==> src/rtl/uart_pkg.sv <==
`default_nettype none
// ============================================================================
//  Module      : uart_pkg
//  Description : Shared types and constants for the UART receive path.
//  Revision    : 1.0 - initial release
// ============================================================================
package uart_pkg;

    typedef enum logic [1:0] {
        PARITY_NONE = 2'd0,
        PARITY_ODD  = 2'd1,
        PARITY_EVEN = 2'd2
    } parity_e;

    typedef enum logic [2:0] {
        ST_IDLE       = 3'd0,
        ST_START      = 3'd1,
        ST_DATA       = 3'd2,
        ST_PARITY     = 3'd3,
        ST_STOP       = 3'd4,
        ST_BREAK_WAIT = 3'd5
    } rx_state_e;

    // Smallest divisor that leaves room for three votes and a wrap per bit.
    localparam int UART_MIN_DIV = 8;

endpackage
`default_nettype wire

==> src/rtl/uart_rx_framed_if.sv <==
`default_nettype none
// ============================================================================
//  Module      : uart_rx_framed_if
//  Description : Holding-register handshake and status of the UART receiver.
//  Revision    : 1.0 - initial release
// ============================================================================
interface uart_rx_framed_if #(
    parameter int DATA_BITS = 8
);
    logic                 o_valid;
    logic                 i_ready;
    logic [DATA_BITS-1:0] o_data;
    logic                 o_parity_err;
    logic                 o_frame_err;
    logic                 o_overrun;
    logic                 o_break;

    // Receiver side: produces words, consumes ready.
    modport master (
        output o_valid, o_data, o_parity_err, o_frame_err, o_overrun, o_break,
        input  i_ready
    );

    // Consumer side.
    modport slave (
        input  o_valid, o_data, o_parity_err, o_frame_err, o_overrun, o_break,
        output i_ready
    );
endinterface
`default_nettype wire

==> src/rtl/synchronizer.sv <==
`default_nettype none
// ============================================================================
//  Module      : synchronizer
//  Description : Two-flop synchroniser for an asynchronous single-bit input.
//  Revision    : 1.0 - initial release
// ============================================================================
module synchronizer #(
    parameter logic RESET_VAL = 1'b1
) (
    input  wire logic clk,
    input  wire logic n_rst,
    input  wire logic i_d,
    output logic      o_q
);
    logic r_meta;
    logic r_sync;

    // Two back-to-back flops; the first may go metastable, the second settles.
    always_ff @(posedge clk or negedge n_rst) begin
        if (!n_rst) begin
            r_meta <= RESET_VAL;
            r_sync <= RESET_VAL;
        end else begin
            r_meta <= i_d;
            r_sync <= r_meta;
        end
    end

    assign o_q = r_sync;
endmodule
`default_nettype wire

==> src/rtl/uart_bit_sampler.sv <==
`default_nettype none
// ============================================================================
//  Module      : uart_bit_sampler
//  Description : Per-bit sample counter with mid-bit 3-sample majority vote.
//  Revision    : 1.0 - initial release
// ============================================================================
module uart_bit_sampler #(
    parameter int DIV_W = 16
) (
    input  wire logic             clk,
    input  wire logic             rst,
    input  wire logic             i_clear,
    input  wire logic [DIV_W-1:0] i_div,
    input  wire logic             i_rx,
    output logic                  o_vote_stb,
    output logic                  o_vote,
    output logic                  o_wrap
);
    localparam logic [DIV_W-1:0] c_one = DIV_W'(1);

    logic [DIV_W-1:0] r_count;
    logic [DIV_W-1:0] w_mid;
    logic             r_s0;
    logic             r_s1;

    assign w_mid      = i_div >> 1;
    assign o_wrap     = (r_count == i_div - c_one);
    assign o_vote_stb = (r_count == w_mid + c_one);
    // Third sample is the live line, so the decision is ready at mid+1.
    assign o_vote     = (r_s0 & r_s1) | (r_s0 & i_rx) | (r_s1 & i_rx);

    // Sample counter: held at zero while cleared, wraps at div-1.
    always_ff @(posedge clk or posedge rst) begin
        if (rst) begin
            r_count <= '0;
        end else if (i_clear || o_wrap) begin
            r_count <= '0;
        end else begin
            r_count <= r_count + c_one;
        end
    end

    // Capture the first two votes at mid-1 and mid.
    always_ff @(posedge clk or posedge rst) begin
        if (rst) begin
            r_s0 <= 1'b1;
            r_s1 <= 1'b1;
        end else begin
            if (r_count == w_mid - c_one) r_s0 <= i_rx;
            if (r_count == w_mid)         r_s1 <= i_rx;
        end
    end
endmodule
`default_nettype wire

==> src/rtl/uart_rx_framed.sv <==
`default_nettype none
// ============================================================================
//  Module      : uart_rx_framed
//  Description : Parametrised UART receiver with runtime divisor, parity,
//                framing/overrun/break detection and a valid/ready holder.
//  Revision    : 1.0 - initial release
// ============================================================================
module uart_rx_framed
    import uart_pkg::*;
#(
    parameter int DATA_BITS = 8,
    parameter int PARITY    = 0,
    parameter int STOP_BITS = 1,
    parameter int DIV_W     = 16
) (
    input  wire logic             clk,
    input  wire logic             rst,
    input  wire logic             i_rx,
    input  wire logic [DIV_W-1:0] i_clks_per_bit,
    uart_rx_framed_if.master      bus
);
    localparam int                 c_bit_w     = $clog2(DATA_BITS + 1);
    localparam logic [c_bit_w-1:0] c_data_bits = c_bit_w'(DATA_BITS);
    localparam logic [c_bit_w-1:0] c_last_stop = c_bit_w'(STOP_BITS - 1);
    localparam logic [c_bit_w-1:0] c_cnt_one   = c_bit_w'(1);
    localparam logic [DIV_W-1:0]   c_min_div   = DIV_W'(UART_MIN_DIV);
    localparam parity_e            c_parity    = (PARITY == 2) ? PARITY_EVEN :
                                                 (PARITY == 1) ? PARITY_ODD  :
                                                                 PARITY_NONE;

    if (DATA_BITS < 5 || DATA_BITS > 9) begin : g_chk_data_bits
        $error("uart_rx_framed: DATA_BITS must be 5..9");
    end
    if (PARITY < 0 || PARITY > 2) begin : g_chk_parity
        $error("uart_rx_framed: PARITY must be 0..2");
    end
    if (STOP_BITS < 1 || STOP_BITS > 2) begin : g_chk_stop_bits
        $error("uart_rx_framed: STOP_BITS must be 1 or 2");
    end

    logic                 w_n_rst;
    logic                 w_rx_s;
    logic                 w_vote_stb, w_vote, w_wrap;
    logic [DIV_W-1:0]     w_div_in;
    logic                 w_par_exp;
    logic                 w_load;
    rx_state_e            r_state, w_next;
    logic [DIV_W-1:0]     r_div_q;
    logic [DATA_BITS-1:0] r_shift;
    logic [c_bit_w-1:0]   r_bit_cnt;
    logic                 r_par_bit, r_perr, r_ferr;
    logic                 w_clear, w_start, w_shift, w_par_chk, w_stop_chk;
    logic                 w_bit_clr, w_bit_inc, w_done, w_brk;

    assign w_n_rst = ~rst;

    synchronizer #(.RESET_VAL(1'b1)) u_sync (
        .clk   (clk),
        .n_rst (w_n_rst),
        .i_d   (i_rx),
        .o_q   (w_rx_s)
    );

    uart_bit_sampler #(.DIV_W(DIV_W)) u_sampler (
        .clk        (clk),
        .rst        (rst),
        .i_clear    (w_clear),
        .i_div      (r_div_q),
        .i_rx       (w_rx_s),
        .o_vote_stb (w_vote_stb),
        .o_vote     (w_vote),
        .o_wrap     (w_wrap)
    );

    // Out-of-range divisors are raised to the minimum so the vote window fits.
    assign w_div_in  = (i_clks_per_bit < c_min_div) ? c_min_div : i_clks_per_bit;
    assign w_par_exp = (c_parity == PARITY_EVEN) ? ^r_shift : ~^r_shift;
    assign w_load    = w_done && (!bus.o_valid || bus.i_ready);

    // FSM state register.
    always_ff @(posedge clk or posedge rst) begin
        if (rst) r_state <= ST_IDLE;
        else     r_state <= w_next;
    end

    // FSM next state and per-state datapath strobes.
    always_comb begin
        w_next     = r_state;
        w_clear    = 1'b0;
        w_start    = 1'b0;
        w_shift    = 1'b0;
        w_par_chk  = 1'b0;
        w_stop_chk = 1'b0;
        w_bit_clr  = 1'b0;
        w_bit_inc  = 1'b0;
        w_done     = 1'b0;
        w_brk      = 1'b0;
        case (r_state)
            ST_IDLE: begin
                w_clear = 1'b1;
                if (!w_rx_s) begin
                    w_start = 1'b1;
                    w_next  = ST_START;
                end
            end
            ST_START: begin
                if (w_vote_stb && w_vote) w_next = ST_IDLE;
                else if (w_wrap)          w_next = ST_DATA;
            end
            ST_DATA: begin
                if (w_vote_stb) w_shift = 1'b1;
                if (w_wrap && r_bit_cnt == c_data_bits) begin
                    w_bit_clr = 1'b1;
                    w_next    = (c_parity == PARITY_NONE) ? ST_STOP : ST_PARITY;
                end
            end
            ST_PARITY: begin
                if (w_vote_stb) w_par_chk = 1'b1;
                if (w_wrap)     w_next    = ST_STOP;
            end
            ST_STOP: begin
                if (w_vote_stb) begin
                    w_stop_chk = 1'b1;
                    if (r_bit_cnt == '0 && r_shift == '0 && !r_par_bit && !w_vote) begin
                        w_brk  = 1'b1;
                        w_next = ST_BREAK_WAIT;
                    end else if (r_bit_cnt == c_last_stop) begin
                        // Complete at the vote, not the bit end, to catch the next edge.
                        w_done = 1'b1;
                        w_next = ST_IDLE;
                    end else begin
                        w_bit_inc = 1'b1;
                    end
                end
            end
            ST_BREAK_WAIT: begin
                w_clear = 1'b1;
                if (w_rx_s) w_next = ST_IDLE;
            end
            default: w_next = ST_IDLE;
        endcase
    end

    // Frame datapath: divisor latch, shift register, bit counter, error flags.
    always_ff @(posedge clk or posedge rst) begin
        if (rst) begin
            r_div_q   <= '0;
            r_shift   <= '0;
            r_bit_cnt <= '0;
            r_par_bit <= 1'b0;
            r_perr    <= 1'b0;
            r_ferr    <= 1'b0;
        end else begin
            if (w_start) begin
                r_div_q   <= w_div_in;
                r_shift   <= '0;
                r_bit_cnt <= '0;
                r_par_bit <= 1'b0;
                r_perr    <= 1'b0;
                r_ferr    <= 1'b0;
            end
            if (w_shift) begin
                r_shift   <= {w_vote, r_shift[DATA_BITS-1:1]};
                r_bit_cnt <= r_bit_cnt + c_cnt_one;
            end
            if (w_bit_clr) r_bit_cnt <= '0;
            if (w_bit_inc) r_bit_cnt <= r_bit_cnt + c_cnt_one;
            if (w_par_chk) begin
                r_par_bit <= w_vote;
                r_perr    <= w_vote ^ w_par_exp;
            end
            if (w_stop_chk && !w_vote) r_ferr <= 1'b1;
        end
    end

    // Holding register with overrun and break pulses.
    always_ff @(posedge clk or posedge rst) begin
        if (rst) begin
            bus.o_valid      <= 1'b0;
            bus.o_data       <= '0;
            bus.o_parity_err <= 1'b0;
            bus.o_frame_err  <= 1'b0;
            bus.o_overrun    <= 1'b0;
            bus.o_break      <= 1'b0;
        end else begin
            bus.o_overrun <= w_done && bus.o_valid && !bus.i_ready;
            bus.o_break   <= w_brk;
            if (w_load) begin
                bus.o_valid      <= 1'b1;
                bus.o_data       <= r_shift;
                bus.o_parity_err <= r_perr;
                // The last stop vote has not reached r_ferr yet.
                bus.o_frame_err  <= r_ferr | ~w_vote;
            end else if (bus.o_valid && bus.i_ready) begin
                bus.o_valid <= 1'b0;
            end
        end
    end
endmodule
`default_nettype wire

==> src/flat_wrapper.sv <==
// flat-port wrapper written by rule: the top's interface ports become plain ports
module uart_rx_framed_flat import uart_pkg::*;
#(
    parameter int DATA_BITS = 8,
    parameter int PARITY    = 0,
    parameter int STOP_BITS = 1,
    parameter int DIV_W     = 16
)
  (clk, rst, i_rx, i_clks_per_bit, bus_o_valid, bus_o_data, bus_o_parity_err, bus_o_frame_err, bus_o_overrun, bus_o_break, bus_i_ready);
  uart_rx_framed_if #(.DATA_BITS(DATA_BITS)) bus_i ();
  input  wire logic clk;
  input  wire logic rst;
  input  wire logic i_rx;
  input  wire logic [DIV_W-1:0] i_clks_per_bit;
  output wire logic [$bits(bus_i.o_valid)-1:0] bus_o_valid;
  output wire logic [$bits(bus_i.o_data)-1:0] bus_o_data;
  output wire logic [$bits(bus_i.o_parity_err)-1:0] bus_o_parity_err;
  output wire logic [$bits(bus_i.o_frame_err)-1:0] bus_o_frame_err;
  output wire logic [$bits(bus_i.o_overrun)-1:0] bus_o_overrun;
  output wire logic [$bits(bus_i.o_break)-1:0] bus_o_break;
  input wire logic [$bits(bus_i.i_ready)-1:0] bus_i_ready;
  assign bus_o_valid = bus_i.o_valid;
  assign bus_o_data = bus_i.o_data;
  assign bus_o_parity_err = bus_i.o_parity_err;
  assign bus_o_frame_err = bus_i.o_frame_err;
  assign bus_o_overrun = bus_i.o_overrun;
  assign bus_o_break = bus_i.o_break;
  assign bus_i.i_ready = bus_i_ready;
  uart_rx_framed #(.DATA_BITS(DATA_BITS), .PARITY(PARITY), .STOP_BITS(STOP_BITS), .DIV_W(DIV_W)) u_core (.clk(clk), .rst(rst), .i_rx(i_rx), .i_clks_per_bit(i_clks_per_bit), .bus(bus_i));
endmodule
==> config.mk <==
export PLATFORM = sky130hd
export DESIGN_NAME = uart_rx_framed_flat
export DESIGN_NICKNAME = d
export VERILOG_FILES = /design/src/rtl/uart_pkg.sv /design/src/rtl/uart_rx_framed_if.sv /design/src/rtl/synchronizer.sv /design/src/rtl/uart_bit_sampler.sv /design/src/rtl/uart_rx_framed.sv /design/src/flat_wrapper.sv
export SDC_FILE = /design/constraint.sdc
export NUM_CORES = 1
export LEC_CHECK = 0
export CAP_MARGIN = 15
export CORE_MARGIN = 2
export CORE_UTILIZATION = 45
export DETAILED_ROUTE_END_ITERATION = 10
export SKIP_CTS_REPAIR_TIMING = 1
export SYNTH_ARGS = -nofsm -noshare
export SYNTH_HDL_FRONTEND = slang
export SYNTH_SLANG_ARGS = --single-unit
==> constraint.sdc <==
create_clock -name clk -period 4.8 [get_ports clk]
set_clock_uncertainty 0.15 [all_clocks]
set_input_delay 0.72 -clock clk [delete_from_list [all_inputs] [get_ports clk]]
set_output_delay 0.72 -clock clk [all_outputs]
set_load 0.01 [all_outputs]
**Word level (Yosys, flattened, before mapping)**

Index checks and enable logic that the tools add are counted.

- Output and inout port bits: 13
- Bits in registers: 67
- Logic and storage cells: 120
- Input bits: 20

- $lt $le $gt $ge: 1
- Muxes and demuxes: 44
- Bitwise operators: 8
- Add/subtract/negate cells: 5
- Reductions and logical operators: 27
- Eq/ne operators: 17

Operator list:

| operator | number |
|---|---|
| equality test 16 bit | 3 |
| two-way mux 16 bit | 2 |
| two-way mux 3 bit | 9 |
| two-way mux 1 bit | 26 |
| case mux 3 bit (6 select lines) | 1 |
| adder 15 x 1 -> 16 bit (second input constant) | 1 |
| adder 16 x 1 -> 16 bit (second input constant) | 1 |
| equality test 16 x 15 -> 1 bit | 1 |
| less-than comparator 16 x 4 -> 1 bit (second input constant) | 1 |
| two-way mux 4 bit | 4 |
| two-way mux 8 bit | 2 |
| subtractor 15 x 1 -> 16 bit (second input constant) | 1 |
| subtractor 16 x 1 -> 16 bit (second input constant) | 1 |
| logical AND 1 bit | 10 |
| zero test 8 bit | 1 |
| nonzero test 2 bit | 4 |
| XNOR reduction 8 bit | 1 |
| AND reduction 7 bit | 1 |
| equality test 3 x 2 -> 1 bit (second input constant) | 2 |
| equality test 3 bit (second input constant) | 2 |
| != test 2 bit (second input constant) | 3 |
| adder 4 x 1 -> 4 bit (second input constant) | 1 |
| equality test 4 bit (second input constant) | 1 |
| zero test 1 bit | 4 |
| other kinds (13) | 19 |

**Depth between registers and ports, before layout**

- Depth after elaboration: 10
- Mapped depth: 11
- Depth with buffers taken out: 10

**By module**

A second synthesis with hierarchy kept.

- Cell total of the unflattened synthesis: 490
- Area, all modules: 4642.0 µm²

Modules (own cells, without submodules):

| module | area an instance (µm²) | cells an instance | instances | seq. area each (µm²) |
|---|---|---|---|---|
| uart_bit_sampler | 2432.3 | 286 | 1 | 452.9 |
| uart_rx_framed | 2157.1 | 202 | 1 | 1176.1 |
| synchronizer | 52.6 | 2 | 1 | 52.6 |

**Worst setup path before layout**

No wires, ideal clock.

- Path kind: register to register
- Start: register u_core.r_div_q[2]
- End: register u_core.bus.o_data[0]
- Buffers on the path: 2
- Data required time: 4525 ps
- Arrival time: 3166 ps
- Slack: 1359 ps
- Library setup time: 125 ps
- Clock period less this slack: 3441 ps
- Stages on the path, launching flop included: 12
- Cells stage by stage: dfrtp_1 > clkbuf_1 > inv_1 > ha_1 > xor2_1 > nand3b_1 > or4_4 > nor4b_4 > nand2_2 > nor4b_4 > buf_6 > mux2_4

- Cells in the longest elaborated chain, start to end: 5

RTL lines:

| element | line | source |
|---|---|---|
| start: declaration | uart_rx_framed.sv:48 | `logic [DIV_W-1:0] r_div_q;` |
| start signal: assignment | uart_rx_framed.sv:155 | `r_div_q <= w_div_in;` |
| adder 15 x 1 -> 16 bit | uart_bit_sampler.sv:28 | `assign o_vote_stb = (r_count == w_mid + c_one);` |
| equality test 16 bit | uart_bit_sampler.sv:28 |  |
| two-way mux 1 bit | uart_rx_framed.sv:122 | `if (w_vote_stb) begin` |
| two-way mux 1 bit | uart_rx_framed.sv:98 | `case (r_state)` |
| logical AND 1 bit | uart_rx_framed.sv:78 | `assign w_load = w_done && (!bus.o_valid \|\| bus.i_ready);` |
| end signal: assignment | uart_rx_framed.sv:190 | `bus.o_data <= r_shift;` |
| end: declaration | uart_rx_framed_if.sv:20 | `output o_valid, o_data, o_parity_err, o_frame_err, o_overrun, o_break,` |

Every way passes these cells.
A chain may end at the register's enable or synchronous reset.

**Final worst setup path**

- Start: register u_core.r_div_q[3]
- End: register u_core.bus.o_data[1]

The elaborated chain is that of the path after synthesis.

==> flow_summary.ini <==
[die]
num_rows = 37
die_h_um = 108
chipWidth_um = 108
io_pins = 33
start_util = 0.466
die_area_mm2 = 0.0116
core_area_mm2 = 0.0104

[pwr]
pwr_density_cell_mw_per_mm2 = 491
peakVddDrop_v = 0.000410
p_seq_frac = 0.366
switching_share = 0.462
p_leak_uw = 0.00225
p_clk_frac = 0.195
pwr-share-comb = 0.439
internal_power_uw = 1430
switchingPower_uw = 1230

[timing]
setup_ws_ns = 1.10
finalMaxSlewViolations = 0
fin_crit_sh = 0.770
rsz0062_at_grt = no
tightest_slew_ns = 0.865
fin_setup_tns_ns = 0
min_period_ns = 3.70
setup_violations = 0
finalHoldViolCount = 0
slew_headroom = 0.422
fmax_mhz = 271

[synth]
netlist_area_mm2 = 0.00486
synth_ff_type = dfrtp_1
ys_ff_latch = 67
netlist_instances = 565
synth-edff-count = 0
yosys_warnings = 0
ys_types = 62
synth_nets = 595
syn-mean-instance-area_um2 = 8.60
yosysSeqAreaShare = 0.346
async_reset_ff_frac = 1.00

[critical_path]
crit_arrival_ns = 3.80
crit_fanout = 19
reg2reg_to = u_core.bus.o_data[1]$_DFFE_PP0P_
endpoint_kind = flip-flop
crit_start = u_core.r_div_q[3]$_DFFE_PP0P_
r2r_start = u_core.r_div_q[3]$_DFFE_PP0P_
reg2reg_slack_ns = 1.10
path_class = flip-flop to flip-flop
reg2reg_depth = 9
worstSetupStartpointType = flip-flop
crit_required_ns = 4.91

[worst_hold_path]
min_to = u_core.u_sync.o_q$_DFF_PP1_
min_from = u_core.u_sync.r_meta$_DFF_PP1_
min_path_cells = 0
hp-class = flip-flop to flip-flop

[placed_design]
io_buffer_count = 32
gp_congestion = 0.912
post-dp-hpwl_um = 9120
pre_cts_ws_ns = 1.10

[clock_network]
clk_path_buf_depth = 2
clockRootBuffer = clkbuf_8
cts.sinks = 67
worstSkewPairLatency_ns = 0.37
cts.clk_slew.worst_paths_ns = 0.08
cts_buffers = 9
htreeDepth = 3
cts_tree = done

[routing]
drtAntennaViolNets = 0
firstDrtPassIters = 5
wl_per_cell_um = 17.4
wl_um = 12300
dr.first_iter.drc_count = 221
routed-via-count = 4087
via_per_inst = 5.76
drc = 0

[layout]
post-route-util = 0.519
fillers = 984
multi_input_area_mm2 = 0.00290
antenna_cells = 0
layout.cells.most_common = nand2_1
syn2layout_area_growth_pct = 11.3
nNetsFinal = 599
final_cell_mix = 68 x nand2_1, 63 x dfrtp_1, 46 x xnor2_1
ff_latch_area_mm2 = 0.00168
layout-drive-gt1-share = 0.0836

[global_route]
first_global_vias = 3878
grt_pass1_wl_um = 20400
antenna_found_initial = 0
grt_overflow = 0
grt_max_degree = 41
track_usage = 0.228

[outcome]
status = completed

[flow_run]
cap_viol_max_count = 0
==> Yosys cell counts, types with 16 or more instances <==
| cell | instances | area, um^2 |
|---|---|---|
| xnor2_1 | 46 | 403 |
| nor2_1 | 41 | 154 |
| nand2_1 | 68 | 255 |
| clkbuf_1 | 24 | 90.1 |
| nand3_1 | 31 | 155 |
| xor2_1 | 26 | 228 |
| nor3_1 | 16 | 80.1 |
| inv_1 | 26 | 97.6 |
| dfrtp_1 | 63 | 1580 |
| o21ai_0 | 18 | 90.1 |
==> worst max path at each step <==
stage	endpoint	slack [ns]	cells after the start
2_1_floorplan	u_core.bus.o_data[0]$_DFFE_PP0P_	1.36	11
3_3_place_gp	u_core.bus.o_data[1]$_DFFE_PP0P_	1.11	9
3_5_place_dp	u_core.bus.o_data[3]$_DFFE_PP0P_	1.10	9
4_1_cts	u_core.bus.o_data[7]$_DFFE_PP0P_	1.10	9
5_1_grt	u_core.bus.o_parity_err$_DFFE_PP0P_	0.83	9
6_report	u_core.bus.o_data[1]$_DFFE_PP0P_	1.10	9
==> kinds of logic after synthesis <==
group / after synthesis / synth area share
simple gates: 242 / 0.267
compound gates: 82 / 0.113
xor+xnor: 72 / 0.130
buf+inv: 68 / 0.0582
flops: 67 / 0.346
mux: 24 / 0.0597
fa+ha+maj: 10 / 0.0258
==> power groups by stage <==
stage / logic [uW] / registers, uW / clock network [uW]
finish: 1170 / 973 / 519
global route: 1300 / 1010 / 557
CTS: 1160 / 963 / 536
detailed placement: 1150 / 974 / 0
global placement: 1140 / 971 / 0
floorplan: 1120 / 715 / 0
==> cell type report <==
type | count | area share
Clock buffer | 9 | 0.0229
Clock inverter | 7 | 0.0171
Inverter | 26 | 0.0180
Multi-Input combinational cell | 430 | 0.536
Sequential cell | 67 | 0.311
Tap cell | 136 | 0.0315
Timing Repair Buffer | 35 | 0.0634
==> layer usage <==
metal / global-route usage / share of wire / up-vias
met5: 0 / 0 / -
met3: 0.0599 / 0.056 / 11
met1: 0.339 / 0.51 / 1978
li1: - / - / 1984
met2: 0.325 / 0.43 / 114
met4: 0.0614 / 0.012 / 0
==> critical path: stages (launching register included) <==
cell and delay [ns]:
dfrtp_1 0.81, nand4_2 0.34, nor3_1 0.30, xor2_1 0.10, or4_4 0.46, nor4b_4 0.38, nand2_2 0.17, nor4b_4 0.29
buf_4 0.27, mux2_4 0.32
==> metrics by stage <==
step | std cells | area [um^2] | hold slack [ns] | power, uW
2_1_floorplan | 565 | 4860 | 0.195 | 1830
3_3_place_gp | 694 | 5190 | 0.199 | 2110
3_5_place_dp | 694 | 5190 | 0.197 | 2120
4_1_cts | 710 | 5410 | 0.208 | 2650
5_1_grt | 710 | 5410 | 0.217 | 2860
6_report | 710 | 5410 | 0.209 | 2660
==> flip-flops by register name, summed over array words and instances (netlist names), 3 cells and up <==
name	cells
u_core.r_bit_cnt	4
u_core.r_shift	8
u_core.bus.o_data	8
u_core.r_state	3
u_core.r_div_q	16
u_core.u_sampler.r_count	16
No activity file was read; power rests on OpenSTA's default activity.
